### src/rtl/rr_bank_arbiter.sv
// Multi-consumer, multi-bank PLM arbiter: per-bank round-robin selection,
// registered bank commands and a fixed 3-cycle read-data return path.
module rr_bank_arbiter #(
  parameter int ADDR_WIDTH  = 4,
  parameter int VALUE_WIDTH = 8,
  parameter int NCONSUMERS  = 2,
  parameter int NBANKS      = 2
) (
  input  logic                                            clk,
  input  logic                                            reset,
  input  logic [ADDR_WIDTH+VALUE_WIDTH+1:0]               requests    [NCONSUMERS],
  output logic [NCONSUMERS-1:0]                           grant,
  output logic [ADDR_WIDTH-$clog2(NBANKS)+VALUE_WIDTH:0]  out         [NBANKS],
  output logic [NBANKS-1:0]                               out_valid,
  input  logic [VALUE_WIDTH-1:0]                          plm_rdata   [NBANKS],
  output logic [VALUE_WIDTH-1:0]                          rdata       [NCONSUMERS],
  output logic [NCONSUMERS-1:0]                           rdata_valid
);

  localparam int BSEL  = $clog2(NBANKS);
  localparam int LADDR = ADDR_WIDTH - BSEL;
  localparam int CW    = (NCONSUMERS > 1) ? $clog2(NCONSUMERS) : 1;
  localparam int BW    = (NBANKS > 1) ? BSEL : 1;

  logic [NCONSUMERS-1:0]  req_valid;
  logic [NCONSUMERS-1:0]  req_we;
  logic [BW-1:0]          req_bank  [NCONSUMERS];
  logic [LADDR-1:0]       req_laddr [NCONSUMERS];
  logic [VALUE_WIDTH-1:0] req_value [NCONSUMERS];

  logic [CW-1:0]          ptr     [NBANKS];
  logic [NBANKS-1:0]      win_any;
  logic [CW-1:0]          win_idx [NBANKS];

  logic [NBANKS-1:0]      pend1;
  logic [NBANKS-1:0]      pend2;
  logic [CW-1:0]          own1 [NBANKS];
  logic [CW-1:0]          own2 [NBANKS];

  for (genvar c = 0; c < NCONSUMERS; c++) begin : g_dec
    assign req_valid[c] = requests[c][ADDR_WIDTH+VALUE_WIDTH+1];
    assign req_we[c]    = requests[c][ADDR_WIDTH+VALUE_WIDTH];
    assign req_laddr[c] = requests[c][ADDR_WIDTH+VALUE_WIDTH-1:BSEL+VALUE_WIDTH];
    assign req_value[c] = requests[c][VALUE_WIDTH-1:0];
    if (NBANKS > 1) begin : g_bank
      assign req_bank[c] = requests[c][BSEL+VALUE_WIDTH-1:VALUE_WIDTH];
    end else begin : g_one
      assign req_bank[c] = '0;
    end
  end

  // Each bank scans consumers starting at its pointer; first match wins.
  always_comb begin
    int unsigned c;
    c       = 0;
    grant   = '0;
    win_any = '0;
    for (int unsigned b = 0; b < NBANKS; b++) begin
      win_idx[b] = '0;
      for (int unsigned k = 0; k < NCONSUMERS; k++) begin
        c = 32'(ptr[b]) + k;
        if (c >= 32'(NCONSUMERS)) c = c - 32'(NCONSUMERS);
        if (reset && !win_any[b] && req_valid[c] && (32'(req_bank[c]) == b)) begin
          win_any[b] = 1'b1;
          win_idx[b] = CW'(c);
          grant[c]   = 1'b1;
        end
      end
    end
  end

  always_ff @(posedge clk or negedge reset) begin
    if (!reset) begin
      for (int unsigned b = 0; b < NBANKS; b++) begin
        ptr[b]  <= '0;
        out[b]  <= '0;
        own1[b] <= '0;
        own2[b] <= '0;
      end
      for (int unsigned c = 0; c < NCONSUMERS; c++) rdata[c] <= '0;
      out_valid   <= '0;
      pend1       <= '0;
      pend2       <= '0;
      rdata_valid <= '0;
    end else begin
      rdata_valid <= '0;
      for (int unsigned b = 0; b < NBANKS; b++) begin
        if (win_any[b]) begin
          ptr[b]  <= (win_idx[b] == CW'(NCONSUMERS - 1)) ? '0 : win_idx[b] + 1'b1;
          out[b]  <= {req_we[win_idx[b]], req_laddr[win_idx[b]], req_value[win_idx[b]]};
          own1[b] <= win_idx[b];
        end else begin
          out[b]  <= '0;
        end
        out_valid[b] <= win_any[b];
        pend1[b]     <= win_any[b] && !req_we[win_idx[b]];
        pend2[b]     <= pend1[b];
        own2[b]      <= own1[b];
        // Bank data is valid the cycle after the command; register it to the owner.
        if (pend2[b]) begin
          rdata[own2[b]]       <= plm_rdata[b];
          rdata_valid[own2[b]] <= 1'b1;
        end
      end
    end
  end

endmodule

### config.mk
export PLATFORM = sky130hd
export DESIGN_NAME = rr_bank_arbiter
export DESIGN_NICKNAME = d
export VERILOG_FILES = /design/src/rtl/rr_bank_arbiter.sv
export SDC_FILE = /design/constraint.sdc
export NUM_CORES = 1
export LEC_CHECK = 0
export BUFFER_PORTS_ARGS = -buffer_cell sky130_fd_sc_hd__buf_2
export CORE_ASPECT_RATIO = 1.4
export CORE_MARGIN = 2
export CORE_UTILIZATION = 42
export CTS_CLUSTER_SIZE = 40
export DETAILED_ROUTE_END_ITERATION = 16
export PLACE_DENSITY = 0.74
export SYNTH_ARGS = -nofsm -noshare
export SYNTH_HDL_FRONTEND = slang
export SYNTH_SLANG_ARGS = --single-unit
### constraint.sdc
create_clock -name clk -period 1.2 [get_ports clk]
set_input_delay 0.12 -clock clk [delete_from_list [all_inputs] [get_ports clk]]
set_output_delay 0.12 -clock clk [all_outputs]
set_load 0.05 [all_outputs]
---- After elaboration in Yosys (flattened, before gate mapping) ----
Index checks and enable logic that the tools add are counted.
operators by class
  multiplexer cells ....................... 78
  divide/modulo/power cells ............... 0
  bitwise operators ....................... 14
  order comparisons ....................... 28
  reduce and logical (&&, ||, !) cells .... 24
  shifts and indexed selects .............. 0
  $add $sub $neg .......................... 8
  equality and inequality tests ........... 0
  $mul .................................... 0
operator list
  cell                                                  number
  >= comparator 33 x 2 -> 1 bit, second input constant  4
  NOT 32 -> 33 bit                                      4
  >= comparator 32 x 1 -> 1 bit, second input constant  4
  < comparator 32 x 2 -> 1 bit, second input constant   4
  2-to-1 mux 32 bit                                     4
  2-to-1 mux 8 bit                                      8
  2-to-1 mux 1 bit                                      40
  bitwise mux 16 bit                                    2
  2-to-1 mux 16 bit                                     2
  2-to-1 mux 12 bit                                     2
  logical AND 1 bit                                     20
  2-to-1 mux 3 bit                                      6
  demux 8 bit (select 1 bit)                            2
  >= comparator 2 bit, second input constant            6
  2-to-1 mux 2 bit                                      6
  < comparator 1 x 2 -> 1 bit, second input constant    4
  NOT 1 -> 2 bit                                        4
  OR 2 bit                                              4
  demux 1 bit (select 1 bit)                            6
  subtractor 1 x 2 -> 3 bit, second input constant      2
  subtractor 2 x 2 -> 3 bit, second input constant      2
  adder 1 x 1 -> 2 bit, second input constant           2
  >= comparator 1 x 2 -> 1 bit, second input constant   2
  logical NOT 1 bit                                     4
  4 further kinds                                       8
storage, ports and cells
  output and inout port bits .............. 46
  bits in read-only memories .............. 0
  word-level logic and storage cells ...... 166
  memory bits (writable) .................. 0
  bits in latches ......................... 0
  register bits ........................... 54
  memories ................................ 0

---- Longest topological paths before layout ----
Gate-level depths: netlist of run 1.
  depth in word-level cells ............... 19
  mapped depth ............................ 5

---- Least setup slack after synthesis of run 1 ----
Ideal clock, no wire load.
  path type ............................... register to output
  start point ............................. reg ptr[1] (netlist bit)
  end point ............................... out grant[1]
  arrival ................................. 1.192 ns
  slack ................................... -0.112 ns
  stages on the path, launching flop included .. 3
  path through ............................ dfrtp_1 o311a_1 or2_2
between the ends
  word-level cells in the longest chain between the ends .. 18
ends and longest elaborated chain
  what                                                                    line  text
  start: declaration                                                      31    logic [CW-1:0] ptr [NBANKS];
  start signal: indexed assignment                                        89    ptr[b] <= (win_idx[b] == CW'(NCONSUMERS - 1)) ? '0 : win_idx[b] + 1'b1;
  branches (longest 13 deep; another with >= comparator 32 x 1 -> 1 bit)  --
  2-to-1 mux 2 bit *                                                      63    if (reset && !win_any[b] && req_valid[c] && (32'(req_bank[c]) == b)) begin
  OR 2 bit (no source line)                                               --
  2-to-1 mux 2 bit *                                                      63
  OR 2 bit (no source line)                                               --
  2-to-1 mux 2 bit *                                                      63
  end: declaration                                                        12    output logic [NCONSUMERS-1:0] grant,
Every way passes the cells marked *. The select of a mux whose other input is x is not followed.

---- Final worst setup path of run 1 ----
Same ends and word-level chain as after synthesis.

==> reports/qor.txt, run 1 <==
Setup Crit Path Kind: reg2out
First-pass GRT wire length: 7.76 mm
Most used DFF post-synth: dfrtp_1
Status: finished, violations left
Peak Freq: 658 MHz
CTS tree: built
Placed wire-length estimate: 3.50 mm
Slew Viols, Final: 0
Crit end category: primary output
RSZ-0062 raised after global routing: true
Skew final: 0.0112 ns
Top cell type by total area after synthesis: dfrtp_1
#FFs+latches synth: 54
R2R depth: 4
Die Y: 88.0 µm
Ports: 92
Synth Warn #: 0
Critical Path RT: 1.08 ns
Sink Count: 54
Hold Vio Cnt, Final: 0
Max Cap Viol: 0
Post-route design area: 2910 µm²
Routed wire length per instance: 13.9 µm
Top post-synthesis cells by area: dfrtp_1 64%, a22o_1 11%, mux2i_1 7.6%
Starting DRT DRC Count: 79
Aggregate routed wire length: 4.65 mm
Core Region: 4840 µm²
Synth top area share: 63.9%
Total CTS buffers: 5
Syn avg cell area: 12.7 µm²
GRT Util Overall: 17.7%
Minimum clock period: 1.52 ns
Pin count of the biggest net entering global routing: 50
Failing checks: setup timing
R2R setup slack: -0.09 ns
Final WS setup: -0.320 ns
Sequential share of the synthesized area: 63.9%
Antenna cells: 0
Detail Route Antenna Nets: 0
Clock-pin slew on the worst setup and hold paths: 0.09 ns
Tot Pwr: 5.22 mW
Post-synth EDFFs: 0
Fin crit share: 127%
Syn Nets: 212
Async SR Flop Fraction: 100%
Crit path max fanout: 2
Worst slew margin: 60.7%
Register area: 1350 µm²
Initial Util: 43.7%
Final hold slack: 0.0253 ns
Area grow syn2layout: 37.5%
H-tree levels: 2
Worst flop-to-flop path endpoint: out[12]$_DFF_PN0_
Layout cell share with drive strength beyond 1: 44.6%
Root buf cell: clkbuf_8
Vias/cell: 4.99
Leak: 1.64 nW
Std cell rows: 30
Synth top cells by count: 54 x dfrtp_1, 26 x a22o_1, 16 x mux2i_1
Initial antenna violation count: 0
Power per Cell Area: 1800 nW/µm²
Startpoint Class: flip-flop
Multi-input gate area in the final layout: 726 µm²
Worst-margin pin slew: 0.590 ns
Cell Area, Placed: 2730 µm²
Vias: 1,671
Pre-CTS WS: -0.0771 ns
Final setup vio count: 16
Min-Delay Path Class: in2async
First-pass detailed-route iteration total: 4
GPL Wtd Cong: 0.692
Die area: 5630 µm²
Cell with the most instances after synthesis: dfrtp_1
Final setup TNS: -1.56 ns
Cell area after synthesis: 2120 µm²
Worst VDD drop: 0.000864 V
Grt ovf: 0
# fillers: 402
Layout net count: 317
IO buf count: 91
Clock buffer depth: 2
Worst-Skew Late Latency: 0.30 ns
Residual DRC: 0
Chip Width: 64.0 µm
Cell variety after synth: 27
Reg-to-reg critical path startpoint: ptr[1]$_DFFE_PN0P_
Arr. time, crit path: 1.40 ns
Cells after Synth: 166
Number of global-route vias before repair: 1,723
registers in the layout (all words and copies together) (netlist names):
name         cells
out_valid        2
pend1            2
pend2            2
own1             2
own2             2
rdata_valid      2
out             24
ptr              2
rdata           16
power by group:
part / switching, mW / internal, mW / leakage [nW]
clock network: 0.539 / 0.668 / 0.0573
registers: 0.121 / 2.11 / 0.692
logic: 1.31 / 0.482 / 0.888
area by class of cell:
cell class | count | share of cell area (%)
Clock inverter | 1 | 1.03
Multi-Input combinational cell | 98 | 24.9
Clock buffer | 6 | 2.84
Timing Repair Buffer | 107 | 21.3
Sequential cell | 54 | 46.5
Tap cell | 64 | 2.75
Inverter | 5 | 0.645
cells by family after synthesis:
kind of cell | count (synthesis) | share of synthesized area [%]
compound gates | 52 | 18.5
buf+inv | 14 | 3.37
flops | 54 | 63.9
mux | 16 | 7.57
simple gates | 30 | 6.74
cell usage in the layout (no fill, tap or decap), drive strengths merged:
cell / Yosys / routed
o21ba: 1 / 1
nor2: 8 / 8
inv: 5 / 5
dlygate4sd3: 0 / 1
dfrtp: 54 / 54
nand3: 2 / 2
a31oi: 2 / 2
nor2b: 2 / 2
and2: 1 / 1
and2b: 1 / 1
a22oi: 1 / 1
a21oi: 9 / 9
clkbuf: 3 / 6
nand2: 10 / 10
nand2b: 3 / 3
o21bai: 1 / 1
a21o: 2 / 2
o311a: 1 / 1
o21ai: 9 / 9
mux2i: 16 / 16
or2: 2 / 2
buf: 6 / 106
nand3b: 1 / 1
bufinv: 0 / 1
a22o: 26 / 26
through the flow:
step / cells / utilization, %
2_1_floorplan: 166 / -
3_3_place_gp: 325 / 56.5
3_5_place_dp: 325 / 56.5
4_1_cts: 333 / 59.4
5_1_grt: 335 / 60.1
6_report: 335 / 60.1
worst max-delay path, cell delays in order, from the launching register on:
cell and delay, ns:
dfrtp_1 0.41, o311a_4 0.31, or2_4 0.23, buf_8 0.15
how the worst max path moves through the flow:
stage | endpoint | depth (start not counted) | slack [ns] | start
after global placement | grant[1] | 3 | -0.06 | ptr[1]$_DFFE_PN0P_
after floorplan | grant[1] | 2 | 0.004 | ptr[1]$_DFFE_PN0P_
after detailed placement | grant[1] | 3 | -0.08 | ptr[1]$_DFFE_PN0P_
final | grant[1] | 3 | -0.32 | ptr[1]$_DFFE_PN0P_
after global routing | grant[1] | 3 | -0.37 | ptr[1]$_DFFE_PN0P_
after CTS | grant[1] | 3 | -0.33 | ptr[1]$_DFFE_PN0P_
layer usage:
| layer | share of wire, % | track usage (%) | routed length [µm] | up-vias |
|---|---|---|---|---|
| li1 | - | - | - | 803 |
| met1 | 37 | 19.6 | 1730 | 794 |
| met2 | 55 | 32.0 | 2540 | 67 |
| met3 | 6.7 | 5.40 | 311 | 7 |
| met4 | 1.5 | 6.32 | 69 | 0 |
| met5 | 0 | 0 | 0 | - |
repair_timing:
action	4_1_cts	5_1_grt
resized for setup	6	8
pin swaps	1	2
hold endpoints to repair	5	0
cloned	0	1
buffers inserted	0	2
setup endpoints to repair	16	35
hold buffers	1	0
No activity file was read; power rests on OpenSTA's default activity.
==> run 2: changes to the inputs <==
--- a/config.mk
+++ b/config.mk
@@ -11,7 +11,9 @@
 export CORE_UTILIZATION = 42
 export CTS_CLUSTER_SIZE = 40
 export DETAILED_ROUTE_END_ITERATION = 16
+export HOLD_SLACK_MARGIN = 0.05
 export PLACE_DENSITY = 0.74
+export REMOVE_ABC_BUFFERS = 1
 export SYNTH_ARGS = -nofsm -noshare
 export SYNTH_HDL_FRONTEND = slang
 export SYNTH_SLANG_ARGS = --single-unit
==> run 2 against run 1 <==
Against the previous run:
- the run still ends with setup timing left
- wire length increased by 19%
- sequential power barely moved
- non-clock buffer count grew 33
- count of clock-buffer cells in the layout down 1
- sequential share of layout area down 4.2 points
- fmax fell by 2.5%
- clock power shrank 14%
- critical path depth stayed put
- critical endpoint unchanged
- largest cell class unchanged
==> reports/qor.txt, run 2 (same netlist as run 1, synthesis figures left out) <==
RSZ-0062 raised after global routing: true
Crit path max fanout: 3 (+1)
Tot Pwr: 5.16 mW (-1.2%)
Worst-margin pin slew: 0.577 ns (-0.0127 ns)
Antenna cells: 0 (unchanged)
Leak: 1.77 nW (+7.9%)
Worst VDD drop: 0.00101 V (+17%)
Final setup vio count: 16 (unchanged)
Power per Cell Area: 1610 nW/µm² (-10%)
Hold Vio Cnt, Final: 0 (unchanged)
Placed wire-length estimate: 3.41 mm (-2.5%)
Biggest regs: out: 24 flops, rdata: 16 flops
Reg-to-reg critical path startpoint: ptr[1]$_DFFE_PN0P_
Commonest non-fill, non-tap cell in the layout: buf_2
Die area: 5630 µm² (unchanged)
Total CTS buffers: 5 (unchanged)
Fin crit share: 130% (+3.3 points)
IO buf count: 91 (unchanged)
Final WS setup: -0.359 ns (-0.0394 ns)
Pin count of the biggest net entering global routing: 48 (-4.0%)
Hold_sp: requests[26]
Worst slew margin: 61.5% (+0.85 points)
Residual DRC: 0 (unchanged)
Die Y: 88.0 µm (unchanged)
Grt ovf: 0 (unchanged)
Slowest cell delay on critical path: 0.42 ns (about the same)
Min-Delay Path Class: in2reg
Worst flop-to-flop path endpoint: out[17]$_DFF_PN0_
First-pass detailed-route iteration total: 4 (unchanged)
GRT Util Overall: 20.1% (+2.3 points)
Final core utilization: 66.1% (+6.0 points)
Hold depth: 2
R2R depth: 4 (unchanged)
Skew final: 0.00870 ns (-0.00252 ns)
Starting DRT DRC Count: 82 (+3.8%)
Core Region: 4840 µm² (unchanged)
Std cell rows: 30 (unchanged)
Status: finished, violations left
Clock buffer depth: 2 (unchanged)
Initial Util: 43.7% (unchanged)
Critical-path cell with the highest stage delay: dfrtp_1
Vias/cell: 5.02 (+0.57%)
Area grow syn2layout: 51.2%
H-tree levels: 2 (unchanged)
First-pass GRT wire length: 8.54 mm (+10%)
Minimum clock period: 1.56 ns (+0.0394 ns)
Slew Viols, Final: 0 (unchanged)
Max Cap Viol: 0 (unchanged)
Layout net count: 350 (+10%)
Worst-Skew Late Latency: 0.31 ns (about the same)
Sink Count: 54 (unchanged)
Vias: 1,851 (+11%)
Layout cell share with drive strength beyond 1: 40.3% (-4.3 points)
Chip Width: 64.0 µm (unchanged)
Detail Route Antenna Nets: 0 (unchanged)
CTS tree: built
R2R setup slack: -0.09 ns (about the same)
Most frequent cells in the layout: 89 x buf_2, 54 x dfrtp_1, 32 x dlygate4sd3_1
Root buf cell: clkbuf_8
Failing checks: setup timing
Cells after DPL: 326 (+0.31%)
Biggest register: out
Ports: 92 (unchanged)
Crit end category: primary output
Hold Path End: out[23]$_DFF_PN0_
Max reg flops: 24 (unchanged)
Arr. time, crit path: 1.44 ns (+0.04 ns)
Fin cells: 369 (+10%)
Critical Path RT: 1.08 ns (about the same)
Routed wire length per instance: 15.0 µm (+8.1%)
GPL Wtd Cong: 0.705 (+2.0%)
Clock-pin slew on the worst setup and hold paths: 0.10 ns (about the same)
Peak Freq: 641 MHz (-2.5%)
Initial antenna violation count: 0 (unchanged)
CP Cell Sequence: o311a_4 > or2_4 > buf_8
Number of global-route vias before repair: 1,894 (+9.9%)
Aggregate routed wire length: 5.54 mm (+19%)
Startpoint Class: flip-flop
Setup Crit Path Kind: reg2out
-- run 2: power by group --
part           total (mW)  switching, mW  leakage, nW  internal (mW)
Combinational        1.88           1.33         1.02          0.549
Clock                1.04          0.606       0.0495          0.434
Sequential           2.24          0.131        0.692           2.11
-- run 2: worst max-delay path: cells and delay by family (launching register included) --
kind            cells  cell delay [ns]
flops               1             0.42
buf+inv             1             0.15
compound gates      1             0.32
simple gates        1             0.24
-- run 2: through the flow --
step | worst slack [ns] | TNS, ns | hold slack, ns | area [µm²]
floorplan | -0.310 | -1.42 | -0.176 | 2060
global placement | -0.101 | -0.101 | 0.106 | 2720
detailed placement | -0.128 | -0.283 | 0.116 | 2720
CTS | -0.335 | -0.558 | 0.0689 | 3160
global route | -0.402 | -2.11 | 0.0721 | 3200
finish | -0.359 | -1.76 | 0.0763 | 3200
-- run 2: worst max-delay path by stage --
stage | from | end | slack, ns | cells past startpoint
3_5_place_dp | ptr[1]$_DFFE_PN0P_ | grant[1] | -0.13 | 3
5_1_grt | ptr[1]$_DFFE_PN0P_ | grant[1] | -0.40 | 3
3_3_place_gp | ptr[1]$_DFFE_PN0P_ | grant[1] | -0.10 | 3
2_1_floorplan | ptr[0]$_DFFE_PN0P_ | grant[1] | -0.31 | 3
6_report | ptr[1]$_DFFE_PN0P_ | grant[1] | -0.36 | 3
4_1_cts | ptr[1]$_DFFE_PN0P_ | grant[1] | -0.34 | 3
-- run 2: routing by layer --
layer / vias up / global-route usage [%] / share of wire, %
met5: - / 0 / 0
met4: 0 / 7.51 / 1.7
met3: 10 / 6.68 / 8.7
met2: 97 / 37.2 / 51
met1: 874 / 20.8 / 38
li1: 870 / - / -
-- run 2: area by class of cell --
cell class	instances	area [µm²]
clock buffers	5	68.8
clock inverters	3	26.3
fillers	354	1640
inverters	5	18.8
multi-input cells	98	711
flip-flops and latches	54	1350
well taps	64	80.1
repair buffers	140	943
-- run 2: timing repair --
action | 4_1_cts | 5_1_grt
setup buffers | 1 | 3
cloned | 0 | 1
gates resized for setup | 8 | 7
hold buffers | 32 | 0
endpoints found under the hold margin | 85 | 0
pin swaps | 2 | 2
setup endpoints to repair | 15 | 25
==> run 3: changes to the inputs <==
--- a/config.mk
+++ b/config.mk
@@ -6,14 +6,13 @@
 export NUM_CORES = 1
 export LEC_CHECK = 0
 export BUFFER_PORTS_ARGS = -buffer_cell sky130_fd_sc_hd__buf_2
-export CORE_ASPECT_RATIO = 1.4
+export CORE_ASPECT_RATIO = 1.75
 export CORE_MARGIN = 2
 export CORE_UTILIZATION = 42
 export CTS_CLUSTER_SIZE = 40
 export DETAILED_ROUTE_END_ITERATION = 16
 export HOLD_SLACK_MARGIN = 0.05
 export PLACE_DENSITY = 0.74
-export REMOVE_ABC_BUFFERS = 1
 export SYNTH_ARGS = -nofsm -noshare
 export SYNTH_HDL_FRONTEND = slang
 export SYNTH_SLANG_ARGS = --single-unit
==> run 3 against run 2 <==
Against the previous run:
- the run still ends with setup timing left
- non-clock buffer count down 14
- utilization down 3.7 points
- clock power down 11%
- sequential power about the same
- sequential cell count unchanged
- combinational power down 2%
- power down 3.1%
- hold slack worse by 0.020 ns
- critical path depth unchanged
- count of clock-buffer cells in the layout up 2
- clock skew down 0.0060 ns
- sequential share of layout area up 2.1 points
==> reports/qor.txt, run 3 (same netlist as run 1, synthesis figures left out) <==
Status: finished, violations left
Failing checks: setup timing
Routed wire length per instance: 14.4 µm (-3.8%)
Skew final: 0.00267 ns (-0.00603 ns)
Worst-Skew Late Latency: 0.29 ns (-0.02 ns)
Grt ovf: 0 (unchanged)
Biggest regs: out: 24 flops, rdata: 16 flops
Core Region: 4890 µm² (+1.0%)
Startpoint Class: flip-flop
Clock buffer depth: 2 (unchanged)
Total CTS buffers: 5 (unchanged)
Number of global-route vias before repair: 1,837 (-3.0%)
Area grow syn2layout: 44.2%
Min-Delay Path Class: in2reg
Max Cap Viol: 0 (unchanged)
Power per Cell Area: 1640 nW/µm² (+1.7%)
Clock-pin slew on the worst setup and hold paths: 0.09 ns (about the same)
Placed wire-length estimate: 3.60 mm (+5.6%)
Final setup vio count: 3 (-13)
Minimum clock period: 1.51 ns (-0.0453 ns)
Detail Route Antenna Nets: 0 (unchanged)
Cell Area, Placed: 2730 µm² (+0.46%)
Cells after DPL: 316 (-3.1%)
Leak: 1.69 nW (-4.1%)
Vias: 1,740 (-6.0%)
Fin crit share: 126% (-3.8 points)
Worst-margin pin slew: 0.432 ns (-0.145 ns)
IO buf count: 91 (unchanged)
Peak Freq: 661 MHz (+3.0%)
CTS tree: built
Commonest non-fill, non-tap cell in the layout: buf_2
Residual DRC: 0 (unchanged)
RSZ-0062 raised after global routing: true
Die Y: 97.9 µm (+11%)
Antenna cells: 0 (unchanged)
Starting DRT DRC Count: 34 (-59%)
Pin count of the biggest net entering global routing: 36 (-25%)
Crit end category: primary output
Worst slew margin: 71.2% (+9.6 points)
GPL Wtd Cong: 0.737 (+4.5%)
Biggest register: out
Critical Path RT: 1.08 ns (about the same)
Std cell rows: 34 (+13%)
Root buf cell: clkbuf_8
Fin cells: 344 (-6.8%)
Die area: 5640 µm² (+0.25%)
Layout net count: 336 (-4.0%)
Slew Viols, Final: 0 (unchanged)
Chip Width: 57.7 µm (-9.9%)
Pre-CTS WS: -0.0801 ns (+0.0477 ns)
Vias/cell: 5.06 (+0.83%)
Initial antenna violation count: 0 (unchanged)
Initial Util: 43.2% (-0.45 points)
Most frequent cells in the layout: 89 x buf_2, 54 x dfrtp_1, 26 x a22o_1
H-tree levels: 2 (unchanged)
Post-CTS Setup Repair Bufs: 0 (-1)
Layout cell share with drive strength beyond 1: 40.7% (+0.36 points)
Hold Vio Cnt, Final: 0 (unchanged)
Arr. time, crit path: 1.39 ns (-0.05 ns)
Final WS setup: -0.314 ns (+0.0453 ns)
Max reg flops: 24 (unchanged)
Sink Count: 54 (unchanged)
Aggregate routed wire length: 4.97 mm (-10%)
Crit path max fanout: 2 (-1)
Post-route design area: 3050 µm² (-4.7%)
Setup Crit Path Kind: reg2out
Ports: 92 (unchanged)
Worst VDD drop: 0.00115 V (+14%)
First-pass GRT wire length: 8.26 mm (-3.3%)
First-pass detailed-route iteration total: 4 (unchanged)
GRT Util Overall: 18.8% (-1.3 points)
[run 3: cell count changes in the layout (fill, tap and decap cells not counted)]
cell and delta:
a21oi_2 -1, a21oi_4 +1, a31oi_1 -1, a31oi_4 +1, buf_4 -1, buf_6 -2
clkbuf_1 +2, dlygate4sd3_1 -11, inv_6 -3, o21ai_0 +1, o21ai_1 -1
[run 3: area by class of cell]
| cell class | count | area, µm² |
|---|---|---|
| Fill cell | 415 | 1840 |
| Multi-Input combinational cell | 98 | 733 |
| Timing Repair Buffer | 126 | 803 |
| Inverter | 5 | 18.8 |
| Clock buffer | 7 | 76.3 |
| Tap cell | 54 | 67.6 |
| Sequential cell | 54 | 1350 |
[run 3: where the power goes]
part           internal, mW  switching [mW]  leakage, nW
clock                 0.403           0.521       0.0383
sequential             2.11           0.135        0.692
combinational         0.521            1.32        0.964
total                  3.03            1.97         1.69
[run 3: path summary, 6_finish.rpt]
check                              startpoint                 end  slack [ns]  cells after the start
min in group asynchronous               reset  ptr[0]$_DFFE_PN0P_        0.50                      3
max in group asynchronous               reset  rdata[5]$_DFF_PN0_        0.31                      3
min reg2reg                pend1[1]$_DFF_PN0_  pend2[1]$_DFF_PN0_        0.35                      0
max                        ptr[1]$_DFFE_PN0P_            grant[1]       -0.31                      3
max reg2reg                ptr[1]$_DFFE_PN0P_   out[18]$_DFF_PN0_       -0.01                      3
min                               requests[6]    out[6]$_DFF_PN0_        0.06                      2
[run 3: critical path: stages, from the launching register on]
cell     delay (ns)
dfrtp_1        0.40
o311a_4        0.31
or2_4          0.24
buf_8          0.15
[run 3: timing repair]
item                                    4_1_cts  5_1_grt
endpoints found under the hold margin        72        2
endpoints found under the setup margin       16       37
hold buffers                                 19        2
pin swaps                                     2        1
resized for setup                             6        3
gates cloned                                  0        0
[run 3: routing by layer]
layer	up-vias	wire, µm	GRT usage [%]
met1	839	1760	19.5
li1	837	-	-
met3	6	235	3.31
met4	0	79	7.16
met2	58	2900	35.8
met5	-	0	0
[run 3: metrics by stage]
| step | hold slack (ns) | power (mW) | util [%] | setup TNS (ns) |
|---|---|---|---|---|
| 2_1_floorplan | -0.176 | 3.53 | - | 0 |
| 3_3_place_gp | 0.232 | 4.01 | 55.8 | -0.0980 |
| 3_5_place_dp | 0.229 | 4.06 | 55.8 | -0.426 |
| 4_1_cts | 0.0507 | 5.06 | 61.6 | -0.521 |
| 5_1_grt | 0.0511 | 5.27 | 62.4 | -0.789 |
| 6_report | 0.0564 | 5.00 | 62.4 | -0.503 |
